$ cat config.mk
export PLATFORM = sky130hd
export DESIGN_NAME = con_state_ctl
export DESIGN_NICKNAME = d
export VERILOG_FILES = /design/src/rtl/con_state_pkg.sv /design/src/rtl/con_ebus_diag_rd.sv /design/src/rtl/con_state_ctl.sv
export SDC_FILE = /design/constraint.sdc
export NUM_CORES = 1
export LEC_CHECK = 0
export BUFFER_PORTS_ARGS = -buffer_cell sky130_fd_sc_hd__buf_2
export CAP_MARGIN = 20
export CORE_ASPECT_RATIO = 0.6
export CORE_MARGIN = 3
export CORE_UTILIZATION = 55
export DETAILED_ROUTE_END_ITERATION = 7
export PLACE_DENSITY = 0.84
export SLEW_MARGIN = 10
export SYNTH_ARGS = -nofsm -noshare
export SYNTH_HDL_FRONTEND = slang
export SYNTH_SLANG_ARGS = --single-unit
$ cat constraint.sdc
create_clock -name clk_con_h -period 3.1 [get_ports clk_con_h]
set_clock_uncertainty 0.05 [all_clocks]
set_input_delay 0.31 -clock clk_con_h [delete_from_list [all_inputs] [get_ports clk_con_h]]
set_output_delay 0.31 -clock clk_con_h [all_outputs]
set_load 0.005 [all_outputs]
$ cat src/rtl/con_state_pkg.sv
// Shared types and constants for the CON microcode-state and run/halt block.
// Imported by con_state_ctl and its EBUS diagnostic readback sub-module.
package con_state_pkg;

    typedef enum logic [1:0] {
        OP_NOP  = 2'b00,
        OP_SET  = 2'b01,
        OP_CLR  = 2'b10,
        OP_LOAD = 2'b11
    } state_op_t;

    typedef enum logic [1:0] {
        RS_HALTED,
        RS_RUNNING,
        RS_HALT_PEND
    } run_state_t;

    typedef enum logic [1:0] {
        DS_IDLE,
        DS_WAIT_GNT,
        DS_DRIVE,
        DS_REL
    } diag_state_t;

    localparam int STAT_RUN       = 0;
    localparam int STAT_HALT_PEND = 1;
    localparam int STAT_HALTED    = 2;
    localparam int STAT_MBOX_BUSY = 3;

endpackage

$ cat src/rtl/con_ebus_diag_rd.sv
// EBUS diagnostic readback: request/grant handshake, hold timer and
// data capture for the CON state register or status word.
module con_ebus_diag_rd
    import con_state_pkg::*;
#(
    parameter int EBUS_W   = 18,
    parameter int HOLD_CYC = 2
) (
    input  logic              clk_con_h,
    input  logic              mr_reset_l,
    input  logic              diag_read_h,
    input  logic              diag_sel_h,
    input  logic              ebus_cp_grant_h,
    input  logic [EBUS_W-1:0] state_word,
    input  logic [EBUS_W-1:0] status_word,
    output logic [EBUS_W-1:0] ebus_d_h,
    output logic              ebus_drive_h,
    output logic              ebus_rel_h
);

    localparam logic [2:0] HOLD_LAST = 3'(HOLD_CYC - 1);

    diag_state_t       ds_q, ds_nxt;
    logic [2:0]        hold_q, hold_nxt;
    logic              armed_q, armed_nxt;
    logic              sel_q, sel_nxt;
    logic [EBUS_W-1:0] data_q, data_nxt;

    always_ff @(posedge clk_con_h or negedge mr_reset_l) begin
        if (!mr_reset_l) begin
            ds_q    <= DS_IDLE;
            hold_q  <= '0;
            armed_q <= 1'b1;
            sel_q   <= 1'b0;
            data_q  <= '0;
        end else begin
            ds_q    <= ds_nxt;
            hold_q  <= hold_nxt;
            armed_q <= armed_nxt;
            sel_q   <= sel_nxt;
            data_q  <= data_nxt;
        end
    end

    // armed_q is only re-set by seeing the request low while idle,
    // so a level held high cannot start a second read.
    always_comb begin
        ds_nxt    = ds_q;
        hold_nxt  = hold_q;
        armed_nxt = armed_q;
        sel_nxt   = sel_q;
        data_nxt  = data_q;
        unique case (ds_q)
            DS_IDLE: begin
                if (diag_read_h && armed_q) begin
                    ds_nxt    = DS_WAIT_GNT;
                    sel_nxt   = diag_sel_h;
                    armed_nxt = 1'b0;
                end else if (!diag_read_h) begin
                    armed_nxt = 1'b1;
                end
            end
            DS_WAIT_GNT: begin
                if (!diag_read_h) begin
                    ds_nxt = DS_IDLE;
                end else if (ebus_cp_grant_h) begin
                    ds_nxt   = DS_DRIVE;
                    hold_nxt = HOLD_LAST;
                    data_nxt = sel_q ? status_word : state_word;
                end
            end
            DS_DRIVE: begin
                if (!ebus_cp_grant_h || hold_q == 3'd0) begin
                    ds_nxt = DS_REL;
                end else begin
                    hold_nxt = hold_q - 3'd1;
                end
            end
            DS_REL: begin
                ds_nxt = DS_IDLE;
            end
        endcase
    end

    assign ebus_drive_h = (ds_q == DS_DRIVE);
    assign ebus_rel_h   = (ds_q == DS_REL);
    assign ebus_d_h     = ebus_drive_h ? data_q : '0;

endmodule

$ cat src/rtl/con_state_ctl.sv
// CON microcode state register, run/halt sequencer and EBUS
// diagnostic readback of state and status.
module con_state_ctl
    import con_state_pkg::*;
#(
    parameter int NSTATE   = 8,
    parameter int NR_W     = 9,
    parameter int EBUS_W   = 18,
    parameter int HOLD_CYC = 2
) (
    input  logic              clk_con_h,
    input  logic              mr_reset_l,
    input  logic              clk_ebox_sync_h,
    input  logic [1:0]        state_op_h,
    input  logic              state_tog_h,
    input  logic [NR_W-1:0]   cram_nr_h,
    input  logic              console_run_h,
    input  logic              halt_req_h,
    input  logic              mbox_busy_h,
    input  logic              diag_read_h,
    input  logic              diag_sel_h,
    input  logic              ebus_cp_grant_h,
    output logic [NSTATE-1:0] con_ucode_state_h,
    output logic              con_run_h,
    output logic              con_ebox_halted_h,
    output logic              con_halt_pend_h,
    output logic [EBUS_W-1:0] ebus_d_h,
    output logic              ebus_drive_h,
    output logic              ebus_rel_h
);

    // Zero-extend so state bits beyond the # field see a zero mask.
    logic [NSTATE+NR_W-1:0] nr_ext;
    logic [NSTATE-1:0]      mask;
    logic                   unused_nr;

    assign nr_ext    = {{NSTATE{1'b0}}, cram_nr_h};
    assign mask      = nr_ext[NSTATE-1:0];
    assign unused_nr = ^nr_ext;

    logic [NSTATE-1:0] state_q, state_nxt;

    always_comb begin
        state_nxt = state_q;
        if (clk_ebox_sync_h) begin
            unique case (state_op_t'(state_op_h))
                OP_SET:  state_nxt = state_q | mask;
                OP_CLR:  state_nxt = state_q & ~mask;
                OP_LOAD: state_nxt = mask;
                OP_NOP: begin
                    if (state_tog_h) state_nxt = state_q ^ mask;
                end
            endcase
        end
    end

    always_ff @(posedge clk_con_h or negedge mr_reset_l) begin
        if (!mr_reset_l) state_q <= '0;
        else             state_q <= state_nxt;
    end

    assign con_ucode_state_h = state_q;

    run_state_t run_q, run_nxt;

    always_ff @(posedge clk_con_h or negedge mr_reset_l) begin
        if (!mr_reset_l) run_q <= RS_HALTED;
        else             run_q <= run_nxt;
    end

    always_comb begin
        run_nxt = run_q;
        unique case (run_q)
            RS_HALTED: begin
                if (console_run_h) run_nxt = RS_RUNNING;
            end
            RS_RUNNING: begin
                if (halt_req_h)
                    run_nxt = mbox_busy_h ? RS_HALT_PEND : RS_HALTED;
            end
            RS_HALT_PEND: begin
                if (!mbox_busy_h) run_nxt = RS_HALTED;
            end
            default: run_nxt = RS_HALTED;
        endcase
    end

    assign con_run_h         = (run_q == RS_RUNNING) ||
                               (run_q == RS_HALT_PEND);
    assign con_halt_pend_h   = (run_q == RS_HALT_PEND);
    assign con_ebox_halted_h = (run_q == RS_HALTED);

    logic [EBUS_W-1:0] state_word;
    logic [EBUS_W-1:0] status_word;

    always_comb begin
        state_word                 = '0;
        state_word[NSTATE-1:0]     = state_q;
        status_word                = '0;
        status_word[STAT_RUN]       = con_run_h;
        status_word[STAT_HALT_PEND] = con_halt_pend_h;
        status_word[STAT_HALTED]    = con_ebox_halted_h;
        status_word[STAT_MBOX_BUSY] = mbox_busy_h;
    end

    con_ebus_diag_rd #(
        .EBUS_W   (EBUS_W),
        .HOLD_CYC (HOLD_CYC)
    ) u_diag (
        .clk_con_h       (clk_con_h),
        .mr_reset_l      (mr_reset_l),
        .diag_read_h     (diag_read_h),
        .diag_sel_h      (diag_sel_h),
        .ebus_cp_grant_h (ebus_cp_grant_h),
        .state_word      (state_word),
        .status_word     (status_word),
        .ebus_d_h        (ebus_d_h),
        .ebus_drive_h    (ebus_drive_h),
        .ebus_rel_h      (ebus_rel_h)
    );

endmodule

# == After elaboration in Yosys (flattened, before gate mapping) ==
# Index checks and enable logic that the tools add are counted.
# classes
n_reduce_logical,16
n_eq_ne,19
add_sub_neg,1
bitwise_logic,4
mux,20
# ops
cell,n
$pmux 8 s4,1
$mux 18,1
$mux 2,8
$mux 8,2
$ne 2x2->1 const B,8
$eq 2x2->1 const B,5
$mux 3,3
$reduce_and 3->1,3
$and 8x8->8,1
$not 8->8,1
$or 8x8->8,1
$pmux 2 s4,1
$xor 8x8->8,1
$eq 2x1->1 const B,3
$logic_not 2->1,3
$pmux 2 s3,1
$pmux 3 s2,1
$reduce_and 2->1,3
$ne 2x1->1 const B,2
$reduce_and 4->1,1
$logic_not 3->1,1
$ne 3x3->1 const B,1
$sub 3x1->3 const B,1
$logic_or 1x1->1,2
other kinds (4),5
# word_totals
in_bits,21
out_inout_bits,31
regBits,35
word_cells,67

# == Longest topological paths before layout ==
# logic_depth
depth_word,4
depth_mapped,5
ltp_nobuf,5

# == Cells and area by module ==
# A second synthesis with hierarchy kept.
# hier_totals
hier_cells,233
hier_area_um2,2234.6
# modules_own_cells
module,area_per_inst_um2,cells_per_inst,instances,seq_area_each_um2
con_ebus_diag_rd,1310.0,131,1,626.9
con_state_ctl,924.6,102,1,250.2

# == Worst setup path after synthesis ==
# Ideal clock, no wire load.
# synth_timing
path_type,reg2out
from,register u_diag.ds_q[0]
to,output port ebus_d_h[0]
t_arrival_ps,941
slack_ps,1799
required_ps,2740
stages_incl_launch_ff,4
n_path_buf,1
path_cell_list,dfrtp_1 -> and2b_1 -> buf_2 -> and2_1
# synth_via
elab_chain_len,2
# synth_lines
element,line,rtl
start: declaration,con_ebus_diag_rd.sv:23,"diag_state_t ds_q, ds_nxt;"
start signal: assignment,con_ebus_diag_rd.sv:37,ds_q <= ds_nxt;
$eq 2x2->1,con_ebus_diag_rd.sv:85,assign ebus_drive_h = (ds_q == DS_DRIVE);
named net ebus_drive_h,con_state_ctl.sv:28,"output logic ebus_drive_h,"
$mux 18,con_ebus_diag_rd.sv:87,assign ebus_d_h = ebus_drive_h ? data_q : '0;
end: declaration,con_state_ctl.sv:27,"output logic [EBUS_W-1:0] ebus_d_h,"
# The timed path passes the listed nets, and every way through them passes these cells.

# == Final worst setup path ==
# layout_timing
from,register u_diag.ds_q[0]
to,output port ebus_d_h[6]
# layout_via
elab_chain_len,2
# layout_lines
element,line
$eq 2x2->1,con_ebus_diag_rd.sv:85
$mux 18,con_ebus_diag_rd.sv:87
# No other way between the ends.

==> impl_metrics.csv <==
group,metric,value,unit
status,status,"finished clean",
min_path,min_path_cells,2,
power_and_ir_drop,vdd_ir_drop_max,0.000491,V
cts,htree_levels,1,
global_routing,grt_pass1_wl,5420,um
route,first_pass_iters,4,
yosys,yosysTopAreaCell,"dfrtp_1",
cts,cts_setup_buffers,0,
yosys,synth_top_cells_by_count,"dfrtp_1 (24), inv_1 (23), nand2_1 (22)",
yosys,synth_top_area_share,0.343,
setup_path,cp-start-kind,"flip-flop",
cts,cts_buffers,3,
placed_design,dp_slack,1420,ps
final_layout,multiInputGateArea,953,um^2
setup_path,worstPathRequired,2740,ps
yosys,netlist_area,1750,um^2
min_path,hold_path.class,"input pin to flip-flop",
yosys,synth_cell_type_count,28,
cts,clockBufferDepth,2,
yosys,yosys_register_bits,25,
placed_design,io_buffers,40,
timing,relSlewSlack,0.493,
timing,setup_ws,1300,ps
placed_design,dpl.hpwl,2510,um
setup_path,critPathTopFamily,"simple AND/OR/NAND/NOR gates",
floorplanning,core_area,2950,um^2
setup_path,cp.arrival,1440,ps
final_layout,nets,265,
floorplanning,die_w,78.8,um
min_path,hp-start,"diag_read_h",
cts,cts_sinks,25,
route,dr_total_vias,1327,
yosys,synthFlopType,"dfrtp_1",
global_routing,grt_max_degree,27,
setup_path,slowest_stage,"dfrtp_1",
timing,maxSlewViolCount,0,
yosys,async_reset_ff_frac,1.00,
cts,clk_pin_slew_worst_paths,80,ps
final_layout,fill_cells,246,
floorplanning,start_util,0.594,
route,ant_nets,0,
yosys,seq_area_frac_synth,0.358,
yosys,syn_avg_cell_area,9.46,um^2
yosys,synth_cells,185,
final_layout,ff_latch_area,627,um^2
floorplanning,die_area,3920,um^2
timing,finalHoldViolCount,0,
cts,clk_latency,260,ps
min_path,hold-path-endpoint,"u_diag.armed_q$_DFFE_PN1P_",
final_layout,num_antenna_cells,0,
setup_path,cp.buffers_inverters,1,
cts,tritoncts,"built",
setup_path,crit_fanout,12,
placed_design,gp_congestion,0.737,
route,viasPerCell,5.03,
yosys,synth_most_common_cell,"dfrtp_1",
power_and_ir_drop,power_density,610,nW/um^2
setup_path,critical-path-max-stage-delay,440,ps
yosys,synthTopCellsByArea,"dfrtp_1 (34%), ha_1 (15%), mux2i_1 (9.1%)",
timing,rsz0062_at_grt,"false",
route,initialDrtViolationCount,105,
cts,cts_root_buf,"clkbuf_8",
setup_path,reg2reg_slack,1330,ps
cts,post_cts_resized,0,
floorplanning,die_h,49.7,um
final_layout,syn2layout_area_growth,12.8,%
yosys,yosys_warnings,0,
route,drc_errors,0,
setup_path,end_kind,"output port",
floorplanning,io_pins,52,
route,wire_per_inst,12.1,um
setup_path,rr_worst_depth,3,
setup_path,path_class,"flip-flop to output port",
global_routing,antenna_found_initial,0,
floorplanning,placementRows,15,
power_and_ir_drop,cellLeakagePower,1.09,nW
timing,tns,0,ps
global_routing,first_global_vias,1241,
timing,worst_pin_slew,757,ps
timing,post-route-min-period,1800,ps
global_routing,track_usage,0.174,
timing,fmax,556,MHz
setup_path,path_depth,3,
timing,setup_viol,0,
setup_path,r2r_end,"u_diag.data_q[0]$_DFFE_PN0P_",
yosys,synth_edf_count,0,
timing,period_share,0.580,
route,drt-total-wl,3200,um
final_layout,layout-drive-gt1-share,0.225,
flow_run,cap_violations,0,
setup_path,crit_chain,"and2b_1, and2_1, buf_2",
cts,ctsHoldBuffers,1,
global_routing,grt_overflow,0,
==> layer usage <==
layer  wire (um)  up-vias  global-route usage
li1            -      676                   -
met1        1520      611               0.242
met2        1440       38               0.283
met3         231        2              0.0511
met4           7        0             0.00857
met5           0        -                   0
==> layout by cell type (no fill, tap or decap) <==
cell           netlist  final
dlygate4sd3_1        0      1
nor2_1              10     10
mux2_4               1      1
a21oi_1             10     10
dfstp_2              1      1
and2b_1              1      1
clkbuf_1             0      1
o21ai_0              4      4
o221ai_1             9      9
ha_1                21     21
inv_1               23     23
nand3b_1             1      1
nand2_1             22     22
o211ai_2             1      1
dfrtp_1             24     24
mux2i_1             16     16
conb_1               1     10
mux2_2               1      1
and2_1              10     10
nand4b_1             1      1
o31ai_1              4      4
nand3_2              1      1
buf_2                3     40
nand4_1              1      1
clkbuf_8             0      3
o31ai_4              1      1
and4bb_2             1      1
o22ai_1              1      1
nand2b_1             2      2
==> worst max path at each step <==
stage | start | endpoint | slack (ps)
final | u_diag.ds_q[0]$_DFFE_PN0P_ | ebus_d_h[6] | 1300
after floorplan | u_diag.ds_q[0]$_DFFE_PN0P_ | ebus_d_h[0] | 1800
after CTS | u_diag.ds_q[0]$_DFFE_PN0P_ | ebus_d_h[6] | 1300
after global placement | flip-flop | u_diag.data_q[5]$_DFFE_PN0P_ | 1460
after detailed placement | flip-flop | u_diag.data_q[4]$_DFFE_PN0P_ | 1420
after global routing | flip-flop | u_diag.data_q[5]$_DFFE_PN0P_ | 1140
==> cells by family (layout without fill, tap and decap cells) <==
| kind of cell | after synthesis | in the layout | share of synthesized area |
|---|---|---|---|
| other | 1 | 10 | 0.00214 |
| buffers and inverters | 40 | 68 | 0.117 |
| muxes | 18 | 18 | 0.106 |
| and+or+nand+nor | 50 | 50 | 0.142 |
| AOI/OAI and AO/OA | 30 | 30 | 0.125 |
| DFF | 25 | 25 | 0.358 |
| adders and majority gates | 21 | 21 | 0.150 |
==> power breakdown <==
group          switching (mW)  internal, mW
registers              0.0989         0.440
logic                   0.245         0.233
clock network          0.0968        0.0918
==> flip-flops by register name (all words and copies together), names as in the netlist, named ones only <==
register           flops
u_diag.ds_q            1
con_ucode_state_h      8
u_diag.sel_q           1
u_diag.data_q          8
u_diag.armed_q         1
u_diag.hold_q          3
run_q                  2
==> metrics by stage <==
step	total power, mW	instance area, um^2	std cells	hold slack [ps]	util
detailed placement	1.02	1920	259	277	0.651
floorplan	0.878	1780	194	-35.6	-
finish	1.20	1970	264	182	0.670
global placement	0.996	1920	259	275	0.651
CTS	1.21	1970	264	184	0.670
global route	1.32	1970	264	202	0.670
==> final cells by class <==
type,instances,area share
multi-input cells,129,0.483
flip-flops and latches,25,0.317
repair buffers,41,0.106
inverters,23,0.0437
well taps,42,0.0266
clock buffers,4,0.0228
(Power assumes the default switching activity.)
